$ cat config.mk
export PLATFORM = sky130hd
export DESIGN_NAME = witness_gen_flat
export DESIGN_NICKNAME = d
export VERILOG_FILES = /design/src/rtl/witness_pkg.sv /design/src/rtl/witness_gen_if.sv /design/src/rtl/witness_check.sv /design/src/rtl/witness_gen.sv /design/src/flat_wrapper.sv
export SDC_FILE = /design/constraint.sdc
export NUM_CORES = 1
export LEC_CHECK = 0
export ABC_AREA = 0
export CORE_MARGIN = 2
export CORE_UTILIZATION = 27
export DETAILED_ROUTE_END_ITERATION = 8
export GPL_TIMING_DRIVEN = 0
export PLACE_DENSITY_LB_ADDON = 0.05
export SYNTH_ARGS = -nofsm -noshare
export SYNTH_HDL_FRONTEND = slang
export SYNTH_HIERARCHICAL = 1
export SYNTH_SLANG_ARGS = --single-unit
$ cat constraint.sdc
create_clock -name clk -period 1.5 [get_ports clk]
set_input_delay 0.15 -clock clk [delete_from_list [all_inputs] [get_ports clk]]
set_output_delay 0.15 -clock clk [all_outputs]
set_load 0.01 [all_outputs]
$ cat src/rtl/witness_pkg.sv
// witness_pkg
//   Shared definitions for the witness generator slice. It provides the FSM
//   state enum, the bit positions of each witness variable inside w_out, and
//   the default fixed-point iteration bound.
//   Build option: WITNESS_CHECK_EN enables the CHECK state and the relation checker.
package witness_pkg;

    typedef enum logic [2:0] {
        IDLE,
        ADD,
        FIX,
        CHECK,
        DONE
    } state_t;

    localparam int unsigned MAX_ITER_DEF = 4;
    localparam int unsigned W_WIDTH      = 9;

    // Bit positions of the witness variables inside w_out.
    localparam int unsigned W_I1  = 0;
    localparam int unsigned W_I2  = 1;
    localparam int unsigned W_I3  = 2;
    localparam int unsigned W_I7  = 3;
    localparam int unsigned W_I8  = 4;
    localparam int unsigned W_I9  = 5;
    localparam int unsigned W_I10 = 6;
    localparam int unsigned W_I11 = 7;
    localparam int unsigned W_I12 = 8;

endpackage

$ cat src/rtl/witness_gen_if.sv
// witness_gen_if
//   This interface bundles the request and response handshakes of witness_gen.
//   master: drives in_valid, x_in, free_in and out_ready. It consumes the results.
//   slave : the witness_gen side. It drives in_ready, out_valid, w_out, iters,
//           check_ok and conv_err.
//   x_in    = {x_6,x_5,x_4,x_0}
//   free_in = {i_9,i_2}
//   Build option: WITNESS_CHECK_EN (see witness_gen).
interface witness_gen_if;
    import witness_pkg::*;

    logic               in_valid;
    logic               in_ready;
    logic [3:0]         x_in;
    logic [1:0]         free_in;
    logic               out_valid;
    logic               out_ready;
    logic [W_WIDTH-1:0] w_out;
    logic [2:0]         iters;
    logic               check_ok;
    logic               conv_err;

    modport master (
        output in_valid, x_in, free_in, out_ready,
        input  in_ready, out_valid, w_out, iters, check_ok, conv_err
    );

    modport slave (
        input  in_valid, x_in, free_in, out_ready,
        output in_ready, out_valid, w_out, iters, check_ok, conv_err
    );

endinterface

$ cat src/rtl/witness_check.sv
// witness_check
//   This is a combinational checker for the witness relation. It is built only
//   when WITNESS_CHECK_EN is defined.
//   x  : {x_6,x_5,x_4,x_0}
//   w  : witness vector, laid out by the witness_pkg W_* indices
//   ok : 1 when all seven relation equalities hold
`ifdef WITNESS_CHECK_EN
module witness_check
    import witness_pkg::*;
(
    input  logic [3:0]         x,
    input  logic [W_WIDTH-1:0] w,
    output logic               ok
);

    logic x0, x4, x5, x6;
    logic carry2;

    always_comb begin
        x0 = x[0];
        x4 = x[1];
        x5 = x[2];
        x6 = x[3];
        // Carry out of bit 1 of {x_4,x_0}+{x_6,x_5}.
        carry2 = (x4 & x6) | ((x0 & x5) & (x4 ^ x6));
        ok = (w[W_I7]  == (x0 ^ x5))
           & (w[W_I8]  == ((x0 & x5) ^ x4 ^ x6))
           & (w[W_I3]  == carry2)
           & (w[W_I1]  == ~w[W_I9])
           & (w[W_I10] == (x0 | w[W_I12]))
           & (w[W_I11] == (x4 & w[W_I10]))
           & (w[W_I12] == (x5 | w[W_I11]));
    end

endmodule
`endif

$ cat src/rtl/witness_gen.sv
// witness_gen
//   This module builds a 9-bit witness from a 4-bit input and two free bits.
//   The sequence is:
//     ADD   : computes the adder bits.
//     FIX   : iterates the feedback equations to their least fixed point,
//             bounded by MAX_ITER.
//     CHECK : optionally checks the relation.
//     DONE  : presents the result until the consumer accepts it.
//   Ports: clk, rst_n (async, active-low), bus (witness_gen_if.slave).
//   Build option: WITNESS_CHECK_EN adds the CHECK state and the witness_check
//   instance. Without it, check_ok is 1 in DONE and 0 otherwise.
module witness_gen
    import witness_pkg::*;
#(
    parameter int unsigned MAX_ITER = MAX_ITER_DEF
)(
    input  logic          clk,
    input  logic          rst_n,
    witness_gen_if.slave  bus
);

    state_t state, state_nxt;

    logic [3:0] x_r;
    logic [1:0] free_r;          // {i_9,i_2}
    logic       i1, i3, i7, i8;
    logic       i10, i11, i12;
    logic [2:0] cnt;
    logic       check_r;
    logic       conv_r;

    logic       x0, x4, x5, x6;
    logic [2:0] sum;
    logic       n10, n11, n12;
    logic       fix_conv;
    logic [2:0] cnt_nxt;
    logic       bound_hit;
    logic [W_WIDTH-1:0] w_cur;

    always_comb begin
        x0 = x_r[0];
        x4 = x_r[1];
        x5 = x_r[2];
        x6 = x_r[3];
        sum = {1'b0, x4, x0} + {1'b0, x6, x5};
        n10 = x0 | i12;
        n11 = x4 & i10;
        n12 = x5 | i11;
        fix_conv  = ({n10, n11, n12} == {i10, i11, i12});
        cnt_nxt   = cnt + 3'd1;
        bound_hit = (cnt_nxt == 3'(MAX_ITER));
    end

    always_comb begin
        w_cur        = '0;
        w_cur[W_I1]  = i1;
        w_cur[W_I2]  = free_r[0];
        w_cur[W_I3]  = i3;
        w_cur[W_I7]  = i7;
        w_cur[W_I8]  = i8;
        w_cur[W_I9]  = free_r[1];
        w_cur[W_I10] = i10;
        w_cur[W_I11] = i11;
        w_cur[W_I12] = i12;
    end

`ifdef WITNESS_CHECK_EN
    logic chk_ok;

    witness_check u_check (
        .x  (x_r),
        .w  (w_cur),
        .ok (chk_ok)
    );
`endif

    always_ff @(posedge clk or negedge rst_n) begin
        if (!rst_n) state <= IDLE;
        else        state <= state_nxt;
    end

    always_comb begin
        state_nxt = state;
        unique case (state)
            IDLE:  if (bus.in_valid) state_nxt = ADD;
            ADD:   state_nxt = FIX;
            FIX: begin
                // Convergence wins over the bound when both occur in the same cycle.
                if (fix_conv) begin
`ifdef WITNESS_CHECK_EN
                    state_nxt = CHECK;
`else
                    state_nxt = DONE;
`endif
                end else if (bound_hit) begin
                    state_nxt = DONE;
                end
            end
            CHECK: state_nxt = DONE;
            DONE:  if (bus.out_ready) state_nxt = IDLE;
            default: state_nxt = IDLE;
        endcase
    end

    always_ff @(posedge clk or negedge rst_n) begin
        if (!rst_n) begin
            x_r     <= '0;
            free_r  <= '0;
            i1      <= 1'b0;
            i3      <= 1'b0;
            i7      <= 1'b0;
            i8      <= 1'b0;
            i10     <= 1'b0;
            i11     <= 1'b0;
            i12     <= 1'b0;
            cnt     <= '0;
            check_r <= 1'b0;
            conv_r  <= 1'b0;
        end else begin
            unique case (state)
                IDLE: begin
                    if (bus.in_valid) begin
                        x_r    <= bus.x_in;
                        free_r <= bus.free_in;
                    end
                end
                ADD: begin
                    i7      <= sum[0];
                    i8      <= sum[1];
                    i3      <= sum[2];
                    i1      <= ~free_r[1];
                    i10     <= 1'b0;
                    i11     <= 1'b0;
                    i12     <= 1'b0;
                    cnt     <= '0;
                    check_r <= 1'b0;
                    conv_r  <= 1'b0;
                end
                FIX: begin
                    cnt <= cnt_nxt;
                    // On a bound hit, the pre-update values are the ones reported.
                    if (!fix_conv && bound_hit) begin
                        conv_r <= 1'b1;
                    end else if (!fix_conv) begin
                        i10 <= n10;
                        i11 <= n11;
                        i12 <= n12;
                    end
                end
                CHECK: begin
`ifdef WITNESS_CHECK_EN
                    check_r <= chk_ok;
`endif
                end
                default: ;
            endcase
        end
    end

    always_comb begin
        bus.in_ready  = (state == IDLE);
        bus.out_valid = (state == DONE);
        bus.w_out     = w_cur;
        bus.iters     = cnt;
        bus.conv_err  = conv_r;
`ifdef WITNESS_CHECK_EN
        bus.check_ok  = check_r;
`else
        bus.check_ok  = (state == DONE);
`endif
    end

endmodule

$ cat src/flat_wrapper.sv
// flat-port wrapper written by rule: the top's interface ports become plain ports
module witness_gen_flat import witness_pkg::*;
#(
    parameter int unsigned MAX_ITER = MAX_ITER_DEF
)
  (clk, rst_n, bus_in_valid, bus_x_in, bus_free_in, bus_out_ready, bus_in_ready, bus_out_valid, bus_w_out, bus_iters, bus_check_ok, bus_conv_err);
  witness_gen_if bus_i ();
  input  logic clk;
  input  logic rst_n;
  input wire logic [$bits(bus_i.in_valid)-1:0] bus_in_valid;
  input wire logic [$bits(bus_i.x_in)-1:0] bus_x_in;
  input wire logic [$bits(bus_i.free_in)-1:0] bus_free_in;
  input wire logic [$bits(bus_i.out_ready)-1:0] bus_out_ready;
  output wire logic [$bits(bus_i.in_ready)-1:0] bus_in_ready;
  output wire logic [$bits(bus_i.out_valid)-1:0] bus_out_valid;
  output wire logic [$bits(bus_i.w_out)-1:0] bus_w_out;
  output wire logic [$bits(bus_i.iters)-1:0] bus_iters;
  output wire logic [$bits(bus_i.check_ok)-1:0] bus_check_ok;
  output wire logic [$bits(bus_i.conv_err)-1:0] bus_conv_err;
  assign bus_i.in_valid = bus_in_valid;
  assign bus_i.x_in = bus_x_in;
  assign bus_i.free_in = bus_free_in;
  assign bus_i.out_ready = bus_out_ready;
  assign bus_in_ready = bus_i.in_ready;
  assign bus_out_valid = bus_i.out_valid;
  assign bus_w_out = bus_i.w_out;
  assign bus_iters = bus_i.iters;
  assign bus_check_ok = bus_i.check_ok;
  assign bus_conv_err = bus_i.conv_err;
  witness_gen #(.MAX_ITER(MAX_ITER)) u_core (.clk(clk), .rst_n(rst_n), .bus(bus_i));
endmodule
==> results.ini <==
[pwr]
vdd_drop_max_mv=0.8947
p_seq_share_pct=30.9
leakage_nw=0.7045
p_comb_share_pct=58.7
clock_power_share_pct=10.4
p_sw_mw=1.174
finalPower_mw=3.359
power.internal_mw=2.185
switching_share_pct=34.96
power_per_cell_area_nw_per_um2=2172

[die]
core_sq_um=3606
start_util_pct=27.52
die_area_sq_um=4176
io_pins=26
rows=22
die_w_um=64.62
die_h_um=64.62

[clock_network]
cts-buffers-inserted=3
cts_tree=yes
clock_latency_ns=0.25
ctsHoldBuffers=0
h-tree-depth=1
clk_pin_slew_ns=0.07
cts.path.max_buffers=2
clock_sinks=20
root_buffer=clkbuf_8

[critical_path]
r2r-start=u_core/i10
worstPathArrival_ns=1.73
crit_chain=and3b_1, o21ai_2, a21oi_2, or4_1, a32o_1
r2r_cells=5
worstSetupEndpointType=flop
cp_top_family=simple AND/OR/NAND/NOR gates
path_max_fanout=4
startpoint=u_core/i10
crit_slowest_cell=dfrtp_1
cp-start-kind=flop
worstSetupPathDepth=5
worstSetupPathType=flop to flop
critical_path.max_stage_delay_ns=0.41
critPathRequiredTime_ns=1.64
path_buf_inv=0

[sta]
fmax_mhz=629.1
setup_ws_ns=-0.08963
drv_slew=0
setup_violations=2
min_period_ns=1.590
tightest_slew_ns=0.9227
finalHoldViolations=0
grt_setup_unrepaired=true
fin_worst_skew_ns=0.0008802
relSlewSlack_pct=38.29
fin_crit_sh_pct=106.0

[yosys]
ys_seq_area_share_pct=50.44
syn-instance-count=88
synth_top_family_by_area=simple AND/OR/NAND/NOR gates
synth_cell_types=27
avgSynthCellArea_sq_um=11.28
synth_xor_area_share_pct=0
synth-simple-area-share_pct=13.37
ys_ff_latch=20
synthMuxAreaShare_pct=11.35
yosysWarnings=6
syn-num-nets=102
syn_area_sq_um=992.2
synth_adder_area_share_pct=5.801
synth_compound_area_share_pct=10.59

[finish]
final_cell_area_sq_um=1546
n_antenna_cell=0
fillers=367
nets=145
layout-drive-gt1-share_pct=45.74
area_delta_synth_final_pct=55.86

[detailed_routing]
vias_per_cell=4.492
routedWlPerCell_um=12.42
vias=795
totalWireLength_um=2198
drt_iter0_markers=28
drc=0
antenna_left=0
drt-pass1-iter-count=4

[global_routing]
antenna_found_initial=0
track_usage_pct=12.25
grt_pass1_wl_um=3939
grt_max_degree=21
overflow=0
grt_pass1_vias=832

[place]
post-dp-hpwl_um=1410
portBuffers=25
placed_cell_area_sq_um=1324
gp_congestion=0.6871

[run_status]
outcome=finished, violations left
failed_checks=negative setup slack

[job]
cap_violations=0

[min_path]
hp-class=input port to async pin

## routing by layer
| layer | GRT usage (%) | wire [um] |
|---|---|---|
| met1 | 16.34 | 984 |
| met2 | 19.40 | 1099 |
| met3 | 3.125 | 100 |
| met4 | 3.989 | 13 |
| met5 | 0 | 0 |
## cells in the mapped netlist
master    instances  area [sq um]
nor2_1            5         18.77
a32o_1            1         10.01
inv_1             3         11.26
a22o_1            4         35.03
a22oi_1           1         7.510
clkbuf_1          2         7.510
and2_1            1         6.260
buf_4             8         60.06
dfrtp_1          20         500.5
nand3_1           3         15.01
nand2_1           8         30.03
mux2_2           10         112.6
nor3_1            3         15.01
buf_2             1         5.000
o31ai_1           2         15.01
a21oi_2           1         8.760
and3b_1           1         8.760
or2_2             1         6.260
fa_1              1         20.02
and4_2            1         10.01
nand4b_1          1         8.760
ha_1              3         37.54
nor4_1            1         6.260
or4_1             1         7.510
o21ai_0           3         15.01
o21ai_2           1         8.760
a21oi_1           1         5.000
## power groups by stage
stage	Combinational [mW]	Sequential, mW	Clock, mW
after floorplan	0.953	1.02	0
after global placement	1.55	1.05	0
after detailed placement	1.55	1.06	0
after CTS	1.84	1.03	0.363
after global routing	2.19	1.08	0.397
final	1.97	1.04	0.349
## cells by family (layout without fill, tap and decap cells)
family / Yosys count / count (layout)
AO/OA/AOI/OAI: 14 / 14
adder cells (fa/ha/maj): 4 / 4
buffers and inverters: 14 / 55
flip-flops: 20 / 20
multiplexers: 10 / 10
AND/OR/NAND/NOR: 26 / 26
## stage by stage
stage / hold WS, ns / util (%) / setup slack (ns) / std cells / TNS [ns]
finish: 0.4107 / 42.89 / -0.08963 / 177 / -0.1069
global route: 0.5024 / 42.89 / -0.1607 / 177 / -0.3077
CTS: 0.4532 / 41.15 / -0.09179 / 174 / -0.1108
detailed placement: 0.4757 / 36.71 / -0.2502 / 161 / -1.294
global placement: 0.4657 / 36.71 / -0.2373 / 161 / -1.230
floorplan: -0.1456 / - / -0.1217 / 88 / -0.3666
## cell type report
type	count	area, sq um	area share [%]
Buffer	8	60.06	3.884
Clock buffer	3	41.29	2.670
Inverter	3	11.26	0.7282
Multi-Input combinational cell	54	495.5	32.04
Sequential cell	20	508.0	32.85
Tap cell	48	60.06	3.884
Timing Repair Buffer	41	370.4	23.95
## sequential cells by signal, summed over array words and instances (netlist names)
name	count
u_core/i10	1
u_core/i8	1
u_core/state	3
u_core/bus.conv_err	1
u_core/free_r	2
u_core/i1	1
u_core/i3	1
u_core/x_r	4
u_core/i11	1
u_core/bus.iters	3
u_core/i12	1
u_core/i7	1
## what timing repair did
| action | in CTS | in global routing |
|---|---|---|
| resized for setup | 18 | 15 |
| hold endpoints to repair | 0 | 0 |
| endpoints found under the setup margin | 16 | 13 |
| setup buffers | 12 | 4 |
| pin swaps | 7 | 4 |
## worst paths after layout
check                      slack (ns)                   to
min in group clk                 0.49  u_core/bus.conv_err
max reg2reg                     -0.09      u_core/state[2]
max                             -0.09      u_core/state[2]
min reg2reg                      0.49  u_core/bus.conv_err
min                              0.41  u_core/bus.iters[2]
max in group asynchronous        0.46      u_core/state[0]
## layout by cell type (no fill, tap or decap), types with 3 or more instances in the layout
cell type	instances
buf_4	24
clkdlybuf4s50_1	20
dfrtp_1	14
nand2_1	8
mux2_4	6
dfrtp_2	6
a22o_1	4
mux2_2	4
clkbuf_8	3
dlygate4sd2_1	3
inv_1	3
nor2_1	3
Power figures use the tool's default switching activity.
